--- src/rtl/hazard_controller.sv ---
// Hazard controller for the 5-stage RISC-V core: operand forwarding selects, load-use
// bubbles, taken-branch flushes and data-memory wait stalls with a timeout pulse.
// Instruction type codes: 0 R/bubble, 1 I, 2 LOAD, 3 STORE, 4 BRANCH, 5 JUMP, 6 UPPER.
module hazard_controller #(
  parameter int unsigned MEM_TIMEOUT = 64,
  parameter int unsigned CNT_W       = 7
) (
  input  logic       iClk,
  input  logic       iRst,
  input  logic [4:0] iRs1D,
  input  logic [4:0] iRs2D,
  input  logic [4:0] iRdD,
  input  logic       iRegWriteD,
  input  logic [2:0] iInstructionTypeD,
  input  logic       iPcSrcE,
  input  logic       iMemReadyM,
  output logic [1:0] oForwardAluOp1E,
  output logic [1:0] oForwardAluOp2E,
  output logic       oStallF,
  output logic       oStallD,
  output logic       oStallE,
  output logic       oStallM,
  output logic       oFlushD,
  output logic       oFlushE,
  output logic       oFlushW,
  output logic       oMemTimeout
);

  localparam int unsigned REG_W  = 5;
  localparam int unsigned TYPE_W = 3;

  localparam logic [TYPE_W-1:0] TYPE_BUBBLE = 3'd0;
  localparam logic [TYPE_W-1:0] TYPE_LOAD   = 3'd2;
  localparam logic [TYPE_W-1:0] TYPE_STORE  = 3'd3;
  localparam logic [TYPE_W-1:0] TYPE_UPPER  = 3'd6;

  typedef enum logic [1:0] {
    RUN        = 2'd0,
    LOAD_STALL = 2'd1,
    MEM_WAIT   = 2'd2
  } state_e;

  state_e state_q, state_d;
  logic [CNT_W-1:0] cnt_q, cnt_d, wait_cnt;

  logic [REG_W-1:0]  rs1_e_q, rs1_e_d, rs2_e_q, rs2_e_d;
  logic [REG_W-1:0]  rd_e_q, rd_e_d, rd_m_q, rd_m_d, rd_w_q, rd_w_d;
  logic              we_e_q, we_e_d, we_m_q, we_m_d, we_w_q, we_w_d;
  logic [TYPE_W-1:0] type_e_q, type_e_d, type_m_q, type_m_d, type_w_q, type_w_d;

  logic mem_wait, load_use, load_stall, branch_flush, flush_e;

  // Forward select for one E operand; the younger M producer wins over W.
  function automatic logic [1:0] fwd_sel(
    input logic [REG_W-1:0]  rs,
    input logic              we_m,
    input logic [REG_W-1:0]  rd_m,
    input logic [TYPE_W-1:0] type_m,
    input logic              we_w,
    input logic [REG_W-1:0]  rd_w,
    input logic [TYPE_W-1:0] type_w
  );
    logic [1:0] sel;
    sel = 2'b00;
    if (rs != '0) begin
      if (we_m && (rd_m == rs)) begin
        sel = (type_m == TYPE_UPPER) ? 2'b11 : 2'b01;
      end else if (we_w && (rd_w == rs)) begin
        sel = (type_w == TYPE_UPPER) ? 2'b11 : 2'b10;
      end
    end
    return sel;
  endfunction

  always_comb begin : forward_sel
    oForwardAluOp1E = fwd_sel(rs1_e_q, we_m_q, rd_m_q, type_m_q, we_w_q, rd_w_q, type_w_q);
    oForwardAluOp2E = fwd_sel(rs2_e_q, we_m_q, rd_m_q, type_m_q, we_w_q, rd_w_q, type_w_q);
  end

  // Hazard detection, stall/flush outputs, wait counter and state sequencing.
  always_comb begin : hazard_ctrl
    state_d     = RUN;
    cnt_d       = '0;
    oStallF     = 1'b0;
    oStallD     = 1'b0;
    oStallE     = 1'b0;
    oStallM     = 1'b0;
    oFlushD     = 1'b0;
    oFlushE     = 1'b0;
    oFlushW     = 1'b0;
    oMemTimeout = 1'b0;

    mem_wait     = ((type_m_q == TYPE_LOAD) || (type_m_q == TYPE_STORE)) && !iMemReadyM;
    load_use     = (type_e_q == TYPE_LOAD) && we_e_q && (rd_e_q != '0) &&
                   ((rd_e_q == iRs1D) || (rd_e_q == iRs2D));
    branch_flush = iPcSrcE && !mem_wait;
    load_stall   = load_use && !mem_wait && !iPcSrcE;
    flush_e      = branch_flush || load_stall;

    // A fresh wait always counts from zero, even if the counter was left non-zero.
    wait_cnt = (state_q == MEM_WAIT) ? cnt_q : '0;

    if (mem_wait) begin
      state_d     = MEM_WAIT;
      oStallF     = 1'b1;
      oStallD     = 1'b1;
      oStallE     = 1'b1;
      oStallM     = 1'b1;
      oFlushW     = 1'b1;
      oMemTimeout = (wait_cnt == CNT_W'(MEM_TIMEOUT - 1));
      cnt_d       = oMemTimeout ? '0 : wait_cnt + CNT_W'(1);
    end else if (branch_flush) begin
      oFlushD = 1'b1;
      oFlushE = 1'b1;
    end else if (load_stall) begin
      state_d = LOAD_STALL;
      oStallF = 1'b1;
      oStallD = 1'b1;
      oFlushE = 1'b1;
    end
  end

  // Shadow pipeline: frozen E/M with a bubble into W while waiting, else advance.
  always_comb begin : shadow_next
    rs1_e_d  = rs1_e_q;
    rs2_e_d  = rs2_e_q;
    rd_e_d   = rd_e_q;
    we_e_d   = we_e_q;
    type_e_d = type_e_q;
    rd_m_d   = rd_m_q;
    we_m_d   = we_m_q;
    type_m_d = type_m_q;
    rd_w_d   = '0;
    we_w_d   = 1'b0;
    type_w_d = TYPE_BUBBLE;

    if (!mem_wait) begin
      rd_w_d   = rd_m_q;
      we_w_d   = we_m_q;
      type_w_d = type_m_q;
      rd_m_d   = rd_e_q;
      we_m_d   = we_e_q;
      type_m_d = type_e_q;
      if (flush_e) begin
        rs1_e_d  = '0;
        rs2_e_d  = '0;
        rd_e_d   = '0;
        we_e_d   = 1'b0;
        type_e_d = TYPE_BUBBLE;
      end else begin
        rs1_e_d  = iRs1D;
        rs2_e_d  = iRs2D;
        rd_e_d   = iRdD;
        we_e_d   = iRegWriteD;
        type_e_d = iInstructionTypeD;
      end
    end
  end

  always_ff @(posedge iClk) begin
    if (iRst) begin
      state_q  <= RUN;
      cnt_q    <= '0;
      rs1_e_q  <= '0;
      rs2_e_q  <= '0;
      rd_e_q   <= '0;
      we_e_q   <= 1'b0;
      type_e_q <= TYPE_BUBBLE;
      rd_m_q   <= '0;
      we_m_q   <= 1'b0;
      type_m_q <= TYPE_BUBBLE;
      rd_w_q   <= '0;
      we_w_q   <= 1'b0;
      type_w_q <= TYPE_BUBBLE;
    end else begin
      state_q  <= state_d;
      cnt_q    <= cnt_d;
      rs1_e_q  <= rs1_e_d;
      rs2_e_q  <= rs2_e_d;
      rd_e_q   <= rd_e_d;
      we_e_q   <= we_e_d;
      type_e_q <= type_e_d;
      rd_m_q   <= rd_m_d;
      we_m_q   <= we_m_d;
      type_m_q <= type_m_d;
      rd_w_q   <= rd_w_d;
      we_w_q   <= we_w_d;
      type_w_q <= type_w_d;
    end
  end

endmodule
--- config.mk ---
export PLATFORM = sky130hd
export DESIGN_NAME = hazard_controller
export DESIGN_NICKNAME = d
export VERILOG_FILES = /design/src/rtl/hazard_controller.sv
export SDC_FILE = /design/constraint.sdc
export NUM_CORES = 1
export LEC_CHECK = 0
export BUFFER_PORTS_ARGS = -buffer_cell sky130_fd_sc_hd__buf_4
export CORE_MARGIN = 1
export CORE_UTILIZATION = 57
export CTS_BUF_LIST = sky130_fd_sc_hd__clkbuf_8
export DETAILED_ROUTE_END_ITERATION = 7
export GPL_TIMING_DRIVEN = 0
export PLACE_DENSITY = 0.81
export SYNTH_ARGS = -nofsm -noshare
export SYNTH_HDL_FRONTEND = slang
export SYNTH_SLANG_ARGS = --single-unit
--- constraint.sdc ---
create_clock -name iClk -period 2.5 [get_ports iClk]
set_clock_uncertainty 0.15 [all_clocks]
set_input_delay 0.125 -clock iClk [delete_from_list [all_inputs] [get_ports iClk]]
set_output_delay 0.125 -clock iClk [all_outputs]
set_load 0.05 [all_outputs]
==> impl_metrics.toml <==
[clocking]
htreeDepth = 2
clk_pin_slew_worst_paths_ns = 0.08
cts_max_path_buffers = 2
insertion_delay_ns = 0.29
clock_sinks = 46
cts_root_buffer = "clkbuf_8"
tritoncts = "built"
cts_made_buffers = 5

[yosys]
async_flop_share_pct = 0
synth-edff-count = 0
ys.warnings.count = 0
seq_area_frac_synth_pct = 46.7
synth.avg_cell_area_um2 = 9.53
yosys.cell_types.count = 28
yosys.area.top_type = "dfxtp_1"
ys_ff_latch = 46
ys_dominant_reg_cell = "dfxtp_1"
synth_top_area_share_pct = 46.7
syn_nets = 231
synthTopCellsByArea = "dfxtp_1 (47%), a22o_1 (8.4%), xor2_1 (8.0%)"
syn_inst = 207
netlist_area_um2 = 1970

[final_layout]
area_growth_pct = 33.1
mostFrequentLayoutCell = "dfxtp_1"
n_antenna_cell = 0
drive_gt1_share_pct = 19.9
mostFrequentLayoutCells = "dfxtp_1 (46), buf_4 (39), nand2_1 (25), a22o_1 (19), dlygate4sd3_1 (19)"
final_nets = 294
instances_no_fill = 315

[timing]
setup_viol = 0
final_hold_viol_count = 0
finalMaxSlewViolations = 0
worst_pin_slew_ns = 0.716
fin_tns_setup_ns = 0
relSlewSlack_pct = 52.2
rsz0062_at_grt = "no"
max_freq_ghz = 0.415
fin_crit_sh_pct = 96.4
period_minus_slack_ns = 2.41

[placement]
portBuffers = 34
place.gp.congestion = 0.823
dp_cells = 285
dp_hpwl_mm = 3.12

[floorplan]
fp.dieH_um = 60.8
die_x_um = 60.8
pin_count = 35
start_util_pct = 62.0
coreArea_um2 = 3180
rows = 20
die-area_um2 = 3700

[grt]
grt_first_pass_wirelength_mm = 7.08
grt_usage_pct = 26.8
grt_max_degree = 14
grt_pass1_vias = 1610
overflow = 0
antenna_found_initial = 0

[run_status]
status = "completed"

[detailed_routing]
dr.pass1.iters = 4
avgRoutedWirePerCell_um = 14.5
vias_per_cell = 5.35
drtIter0Drc = 82
routed_wl_mm = 4.58
ant_nets = 0
routed-via-count = 1686
drcViolationCount = 0

[critical_path]
r2r_start = "rd_e_q[1]"
cp_max_fo = 10
startpoint = "rd_e_q[1]"
critPathKind = "reg -> reg"
required_ns = 2.59
reg2regPathDepth = 6
cp_num_buf_inv = 1
max_stage_delay_ns = 0.67
critical_path_arrival_ns = 2.50
r2r_end = "rs2_e_q[4]"
cp_slowest_cell = "a2111oi_4"
crit_family = "compound AO/OA/AOI/OAI gates"
r2r_slack_ns = 0.09
worst_setup_path_end_kind = "register"
setup.worst_path.start_class = "register"
crit_chain = "or4_1, nor2_1, nor4_1, a2111oi_4, buf_6, a22o_1"

[pwr]
p_per_area_nw_per_um2 = 559
ir_drop_mv = 0.367
p_leak_nw = 1.16

[job]
drv_cap = 0

[worst_hold_path]
whs_path_depth = 4
holdPathEnd = "state_q[0]"
hp-start = "iPcSrcE"
hp-class = "in -> reg"
## per-stage QoR
| stage | setup WS (ns) | power (mW) | hold slack, ns | util [%] | cell area, µm² |
|---|---|---|---|---|---|
| after floorplan | 0.206 | 0.882 | 0.101 | - | 1970 |
| after global placement | 0.0987 | 0.942 | 0.185 | 71.9 | 2280 |
| after detailed placement | 0.0992 | 0.945 | 0.188 | 71.9 | 2280 |
| after CTS | 0.0289 | 1.47 | 0.0760 | 81.9 | 2600 |
| after global routing | 0.0285 | 1.52 | 0.0972 | 82.6 | 2630 |
| final | 0.0890 | 1.47 | 0.0926 | 82.6 | 2630 |
## state kept, by name, indices dropped and copies added (netlist names)
name and count:
rd_w_q 5, state_q 2, we_m_q 1, cnt_q 7, rd_e_q 5, rs1_e_q 5
rs2_e_q 5, type_e_q 3, we_e_q 1, type_w_q 3, we_w_q 1, type_m_q 3
rd_m_q 5
## per-layer routing
| metal | wire (µm) | up-vias | global-route usage (%) |
|---|---|---|---|
| met4 | 119 | 0 | 14.0 |
| met5 | 0 | - | 0 |
| met1 | 2150 | 790 | 34.0 |
| met3 | 157 | 14 | 4.90 |
| met2 | 2150 | 46 | 43.5 |
| li1 | - | 836 | - |
## cells in the mapped netlist, types with 2 or more instances
| cell | number |
|---|---|
| dfxtp_1 | 46 |
| nor2_1 | 19 |
| clkbuf_1 | 4 |
| and2_1 | 13 |
| a22o_1 | 19 |
| and3_1 | 5 |
| nor3_1 | 2 |
| nor4_1 | 5 |
| a21oi_1 | 9 |
| buf_4 | 3 |
| xor2_1 | 18 |
| or4_1 | 4 |
| xnor2_1 | 15 |
| nand2_1 | 25 |
| nand3_1 | 4 |
| nand2b_1 | 2 |
| mux2i_1 | 2 |
| nor2b_1 | 2 |
## cells by family after synthesis
kind of cell | Yosys count | synth area share, %
flops | 46 | 46.7
buf+inv | 10 | 2.85
fa+ha+maj | 1 | 0.634
xor+xnor | 33 | 14.7
compound gates | 32 | 13.3
simple gates | 83 | 20.9
mux | 2 | 1.02
## area by class of cell
cell class | instances | area [µm²]
Buffer | 9 | 52.6
Multi-Input combinational cell | 151 | 1010
Tap cell | 44 | 55.1
Fill cell | 195 | 553
Clock buffer | 8 | 110
Inverter | 1 | 3.75
Sequential cell | 46 | 921
Timing Repair Buffer | 56 | 472
## repair_timing
action	in CTS	in global routing
endpoints found under the setup margin	1	11
pin swaps	1	2
endpoints found under the hold margin	19	0
resized for setup	3	2
hold buffers	19	0
setup buffers	1	2
## where the power goes
group | switching, mW | internal (mW) | total (mW) | leakage, nW
Sequential | 0.0256 | 0.753 | 0.779 | 0.375
Combinational | 0.0808 | 0.0962 | 0.177 | 0.730
Clock | 0.232 | 0.279 | 0.511 | 0.0575
Total | 0.338 | 1.13 | 1.47 | 1.16
## worst max path at each step
stage	endpoint	slack (ns)	depth (start not counted)
6_report	rs2_e_q[4]	0.09	6
5_1_grt	oStallF	0.03	9
4_1_cts	oMemTimeout	0.03	7
3_5_place_dp	rs2_e_q[4]	0.1	6
3_3_place_gp	rs1_e_q[3]	0.1	6
2_1_floorplan	oMemTimeout	0.21	6
## worst reg2reg max path, stage by stage, from the launching register on
cell	delay, ns
dfxtp_1	0.38
or4_1	0.57
nor2_1	0.13
nor4_1	0.09
a2111oi_4	0.67
buf_6	0.24
a22o_1	0.14
Power figures use the tool's default switching activity.
